==> src/rtl/bus_pkg.sv <==
// Shared field widths and the serial frame layout for the frame receiver.
// Latency: n/a (types and constants only).
// Backpressure: n/a.
package bus_pkg;

    parameter int CMD_WIDTH  = 2;
    parameter int ADDR_WIDTH = 16;
    parameter int DATA_WIDTH = 8;
    // start + cmd + addr + data + parity + stop
    parameter int FRAME_BITS = 1 + CMD_WIDTH + ADDR_WIDTH + DATA_WIDTH + 1 + 1;

    // Field order matches wire order, so the first bit received lands in the MSB.
    typedef struct packed {
        logic                  start;
        logic [CMD_WIDTH-1:0]  cmd;
        logic [ADDR_WIDTH-1:0] addr;
        logic [DATA_WIDTH-1:0] data;
        logic                  parity;
        logic                  stop;
    } serial_frame_t;

endpackage

==> src/rtl/frame_receiver.sv <==
// Assembles strobed serial bits (start, cmd, addr, data, parity, stop; MSB first) into a frame.
// Latency: frame_valid_o pulses 1 cycle after the stop-bit strobe.
// Backpressure: none; strobes in DONE are dropped, stalls longer than TIMEOUT_CYCLES abort.
//
// Ports:
//   clk_i, rst_i          clock, synchronous active-high reset
//   bit_valid_i, bit_i    one-cycle bit strobe and the sampled line bit
//   frame_valid_o         one-cycle pulse when frame_o/parity_err_o carry a new frame
//   frame_o               last complete frame, held until the next one
//   parity_err_o          even-parity check failed for frame_o
//   timeout_o             one-cycle pulse when a partial frame is aborted
//   busy_o                frame reception in progress
module frame_receiver
    import bus_pkg::*;
#(
    parameter int TIMEOUT_CYCLES = 1024
) (
    input  logic          clk_i,
    input  logic          rst_i,
    input  logic          bit_valid_i,
    input  logic          bit_i,
    output logic          frame_valid_o,
    output serial_frame_t frame_o,
    output logic          parity_err_o,
    output logic          timeout_o,
    output logic          busy_o
);

    localparam int CNT_W = $clog2(FRAME_BITS + 1);
    localparam int TO_W  = $clog2(TIMEOUT_CYCLES + 1);

    typedef enum logic [1:0] {
        S_IDLE = 2'd0,
        S_RECV = 2'd1,
        S_DONE = 2'd2
    } state_t;

    state_t                  state_q;
    logic [FRAME_BITS-1:0]   shift_q;
    logic [FRAME_BITS-1:0]   shift_d;
    logic [CNT_W-1:0]        bit_cnt_q;
    logic [TO_W-1:0]         to_cnt_q;
    serial_frame_t           frame_q;
    serial_frame_t           frame_d;
    logic                    frame_valid_q;
    logic                    parity_err_q;
    logic                    parity_err_d;
    logic                    timeout_q;
    logic                    last_bit;
    logic                    to_expire;

    // Shift left so the earliest bit (start) ends up in the frame MSB.
    assign shift_d      = {shift_q[FRAME_BITS-2:0], bit_i};
    assign frame_d      = serial_frame_t'(shift_d);
    assign parity_err_d = ^{frame_d.cmd, frame_d.addr, frame_d.data, frame_d.parity};

    // bit_cnt_q counts bits already held; the strobe at FRAME_BITS-1 delivers the stop bit.
    assign last_bit  = (bit_cnt_q == CNT_W'(FRAME_BITS - 1));
    assign to_expire = (to_cnt_q == TO_W'(TIMEOUT_CYCLES - 1));

    always_ff @(posedge clk_i) begin
        if (rst_i) begin
            state_q       <= S_IDLE;
            shift_q       <= '0;
            bit_cnt_q     <= '0;
            to_cnt_q      <= '0;
            frame_q       <= '0;
            frame_valid_q <= 1'b0;
            parity_err_q  <= 1'b0;
            timeout_q     <= 1'b0;
        end else begin
            frame_valid_q <= 1'b0;
            timeout_q     <= 1'b0;
            case (state_q)
                S_IDLE: begin
                    // A zero strobe is just the idle line level.
                    if (bit_valid_i && bit_i) begin
                        shift_q   <= FRAME_BITS'(1);
                        bit_cnt_q <= CNT_W'(1);
                        to_cnt_q  <= '0;
                        state_q   <= S_RECV;
                    end
                end
                S_RECV: begin
                    // A strobe wins over an expiring timeout in the same cycle.
                    if (bit_valid_i) begin
                        to_cnt_q <= '0;
                        if (last_bit) begin
                            frame_q       <= frame_d;
                            parity_err_q  <= parity_err_d;
                            frame_valid_q <= 1'b1;
                            shift_q       <= '0;
                            bit_cnt_q     <= '0;
                            state_q       <= S_DONE;
                        end else begin
                            shift_q   <= shift_d;
                            bit_cnt_q <= bit_cnt_q + CNT_W'(1);
                        end
                    end else if (to_expire) begin
                        timeout_q <= 1'b1;
                        shift_q   <= '0;
                        bit_cnt_q <= '0;
                        to_cnt_q  <= '0;
                        state_q   <= S_IDLE;
                    end else begin
                        to_cnt_q <= to_cnt_q + TO_W'(1);
                    end
                end
                S_DONE: begin
                    // Strobes here are dropped; this cycle is the inter-frame gap.
                    state_q <= S_IDLE;
                end
                default: begin
                    state_q <= S_IDLE;
                end
            endcase
        end
    end

    assign frame_valid_o = frame_valid_q;
    assign frame_o       = frame_q;
    assign parity_err_o  = parity_err_q;
    assign timeout_o     = timeout_q;
    assign busy_o        = (state_q == S_RECV);

endmodule

==> config.mk <==
export PLATFORM = sky130hd
export DESIGN_NAME = frame_receiver
export DESIGN_NICKNAME = d
export VERILOG_FILES = /design/src/rtl/bus_pkg.sv /design/src/rtl/frame_receiver.sv
export SDC_FILE = /design/constraint.sdc
export NUM_CORES = 1
export LEC_CHECK = 0
export ABC_CLOCK_PERIOD_IN_PS = 1800
export BUFFER_PORTS_ARGS = -buffer_cell sky130_fd_sc_hd__buf_4
export CAP_MARGIN = 15
export CORE_MARGIN = 5
export CORE_UTILIZATION = 45
export CTS_CLUSTER_DIAMETER = 80
export DETAILED_ROUTE_END_ITERATION = 16
export GPL_TIMING_DRIVEN = 0
export PLACE_DENSITY = 0.73
export SLEW_MARGIN = 20
export SYNTH_ARGS = -nofsm -noshare
export SYNTH_HDL_FRONTEND = slang
export SYNTH_SLANG_ARGS = --single-unit
export TNS_END_PERCENT = 1
==> constraint.sdc <==
create_clock -name clk_i -period 1.8 [get_ports clk_i]
set_input_delay 0.18 -clock clk_i [delete_from_list [all_inputs] [get_ports clk_i]]
set_output_delay 0.18 -clock clk_i [all_outputs]
set_load 0.05 [all_outputs]
==> flow_metrics.tcl <==
set metrics [dict create \
    wl_per_cell_um 12.8 \
    setup_ws_ns 0.0352 \
    rsz0062_at_grt "yes" \
    yosysMostFrequentCell "nand2_1" \
    setup_viol 0 \
    synth_xor_area_frac 0.0993 \
    worst_pin_slew_ns 0.586 \
    finalCritPeriodShare 0.980 \
    synth_common_cells "nand2_1, dfxtp_1, a21oi_1" \
    syn_avg_cell_area_sq_um 8.12 \
    fillers 637 \
    grt_use_total 0.167 \
    synthAdderAreaFrac 0.0118 \
    hp-class "primary input to flip-flop" \
    synth_top_family_by_area "simple AND/OR/NAND/NOR gates" \
    yosysTopAreaCell "dfxtp_1" \
    worstHoldStart "bit_i" \
    cts_buffers 9 \
    first_global_vias 2493 \
    drt-total-wl_mm 6.97 \
    htree_levels 3 \
    grt_pass1_wl_mm 11.8 \
    hold_viol 0 \
    die_y_um 94.2 \
    worst_setup_path_start_kind "flip-flop" \
    maxClockFrequency_ghz 0.567 \
    synthesis.area_sq_um 3190 \
    port_buffers 34 \
    yosys_warnings 0 \
    powerDensity_nw_per_um2 998 \
    synthMuxAreaShare 0 \
    routabilityCongestion 0.841 \
    drt_iter0_drc 114 \
    area_growth_pct 23.7 \
    grt_max_degree 20 \
    dp_hpwl_mm 4.88 \
    path_clk_slew_ns 0.08 \
    routed_via_density 4.99 \
    timing.rr.end "parity_err_o" \
    whs_endpoint "frame_o[0]" \
    worstSkewPairLatency_ns 0.35 \
    num-nets-final 450 \
    synth-main-ff-cell "dfxtp_1" \
    r2r_cells 5 \
    core_sq_um 6830 \
    start_util 0.467 \
    netlist.area_leader.share 0.490 \
    tritoncts "yes" \
    grt_overflow 0 \
    ios 37 \
    die_area_sq_um 8870 \
    path_max_fanout 4 \
    ir_drop_uv 796 \
    run_status "completed" \
    endpoint_kind "flip-flop" \
    synthDistinctLibCells 32 \
    ys_seq_area_frac 0.490 \
    r2r_slack_ns 0.04 \
    power.leakage_nw 1.52 \
    cts_root_buf "clkbuf_8" \
    hold_buffers 0 \
    holdPathStages 3 \
    dr_total_vias 2716 \
    yosys.area_share.simple 0.231 \
    synth_nets 400 \
    dpl_worst_slack_ns -0.313 \
    rows 30 \
    dieWidth_um 94.2 \
    final-max-slew-violation-count 0 \
    diodes 0 \
    critical_path_class "flip-flop to flip-flop" \
    worstPathArrival_ns 2.01 \
    synth_seq_cells 78 \
    skew_ns 0.00805 \
    dr.pass1.iters 7 \
    async_flop_share 0 \
    antenna_found_initial 0 \
    fin_setup_tns_ns 0 \
    clockBufferDepth 2 \
    synth_area_leaders "dfxtp_1, nand2_1, a21oi_1, xnor2_1, nor2_1" \
    clock_sinks 78 \
    synth_edf_count 0 \
    slew_headroom 0.610 \
    cap_violations 0 \
    drive_above_1_share 0.196 \
    drcViolationCount 0 \
    synth_compound_area_frac 0.128 \
    fin_crit_ns 1.76 \
    required_ns 2.05 \
    synth_cells 393 \
    antenna_left 0 \
    r2r_start "shift_q[15]" \
]
## cells in the final DEF (no fill, tap or decap), types with 7 or more instances in the layout
master / instances
nand2_1: 94
xor2_1: 7
clkbuf_8: 11
buf_4: 46
a21oi_1: 60
nor2_1: 46
nand3_1: 8
xnor2_1: 23
inv_1: 7
dfxtp_1: 71
## through the flow
step / cell area (sq um) / hold WS [ns] / power [mW] / instances / util
detailed placement: 3570 / 0.447 / 2.40 / 523 / 0.522
global placement: 3570 / 0.446 / 2.39 / 523 / 0.522
CTS: 3880 / 0.0984 / 3.96 / 543 / 0.568
global route: 3950 / 0.109 / 4.10 / 544 / 0.577
floorplan: 3190 / 0.316 / 2.31 / 393 / -
finish: 3950 / 0.109 / 3.94 / 544 / 0.577
## state kept, by name (all words and copies together) (netlist names)
name           count
frame_o           29
bit_cnt_q          5
shift_q           28
parity_err_o       1
state_q            2
frame_valid_o      1
to_cnt_q          11
timeout_o          1
## per-layer routing
metal  track usage  up-vias  part of all wire
met5             0        -                 0
met3        0.0473        7             0.054
met1         0.219     1261              0.45
li1              -     1389                 -
met2         0.267       59              0.49
met4        0.0517        0             0.011
## logic make-up (layout without fill, tap and decap cells)
family	Yosys count	count (layout)
compound gates	75	75
flops	78	78
xor+xnor	33	33
fa+ha+maj	3	3
simple gates	174	174
buf+inv	30	85
## critical path, cell delays in order, from the launching register on
cell and delay, ns:
dfxtp_1 0.40, xnor2_1 0.16, xnor2_1 0.15, xnor3_1 0.41, xnor3_1 0.36, a21o_1 0.18
## how the worst max path moves through the flow
| stage | from | end | depth (start not counted) |
|---|---|---|---|
| 2_1_floorplan | to_cnt_q[0] | bit_cnt_q[1] | 8 |
| 3_3_place_gp | to_cnt_q[0] | shift_q[2] | 8 |
| 3_5_place_dp | to_cnt_q[0] | shift_q[1] | 8 |
| 4_1_cts | shift_q[17] | parity_err_o | 5 |
| 5_1_grt | bit_cnt_q[0] | frame_o[8] | 8 |
| 6_report | shift_q[15] | parity_err_o | 5 |
## timing repair
item | in CTS | in global routing
endpoints found under the setup margin | 43 | 63
pin swaps | 2 | 1
setup buffers | 5 | 2
resized for setup | 17 | 23
## cell type report
cell class,count,area (sq um),area share
Multi-Input combinational cell,285,1530,0.389
Clock buffer,10,128,0.0324
Buffer,21,148,0.0374
Clock inverter,6,110,0.0279
Sequential cell,78,1570,0.399
Inverter,7,26.3,0.00666
Tap cell,96,120,0.0304
Timing Repair Buffer,41,308,0.0780
## where the power goes
part	leakage (nW)	switching (mW)	internal (mW)
clock	0.112	0.625	0.919
sequential	0.637	0.0795	1.79
combinational	0.773	0.233	0.290
Power figures use the tool's default switching activity.
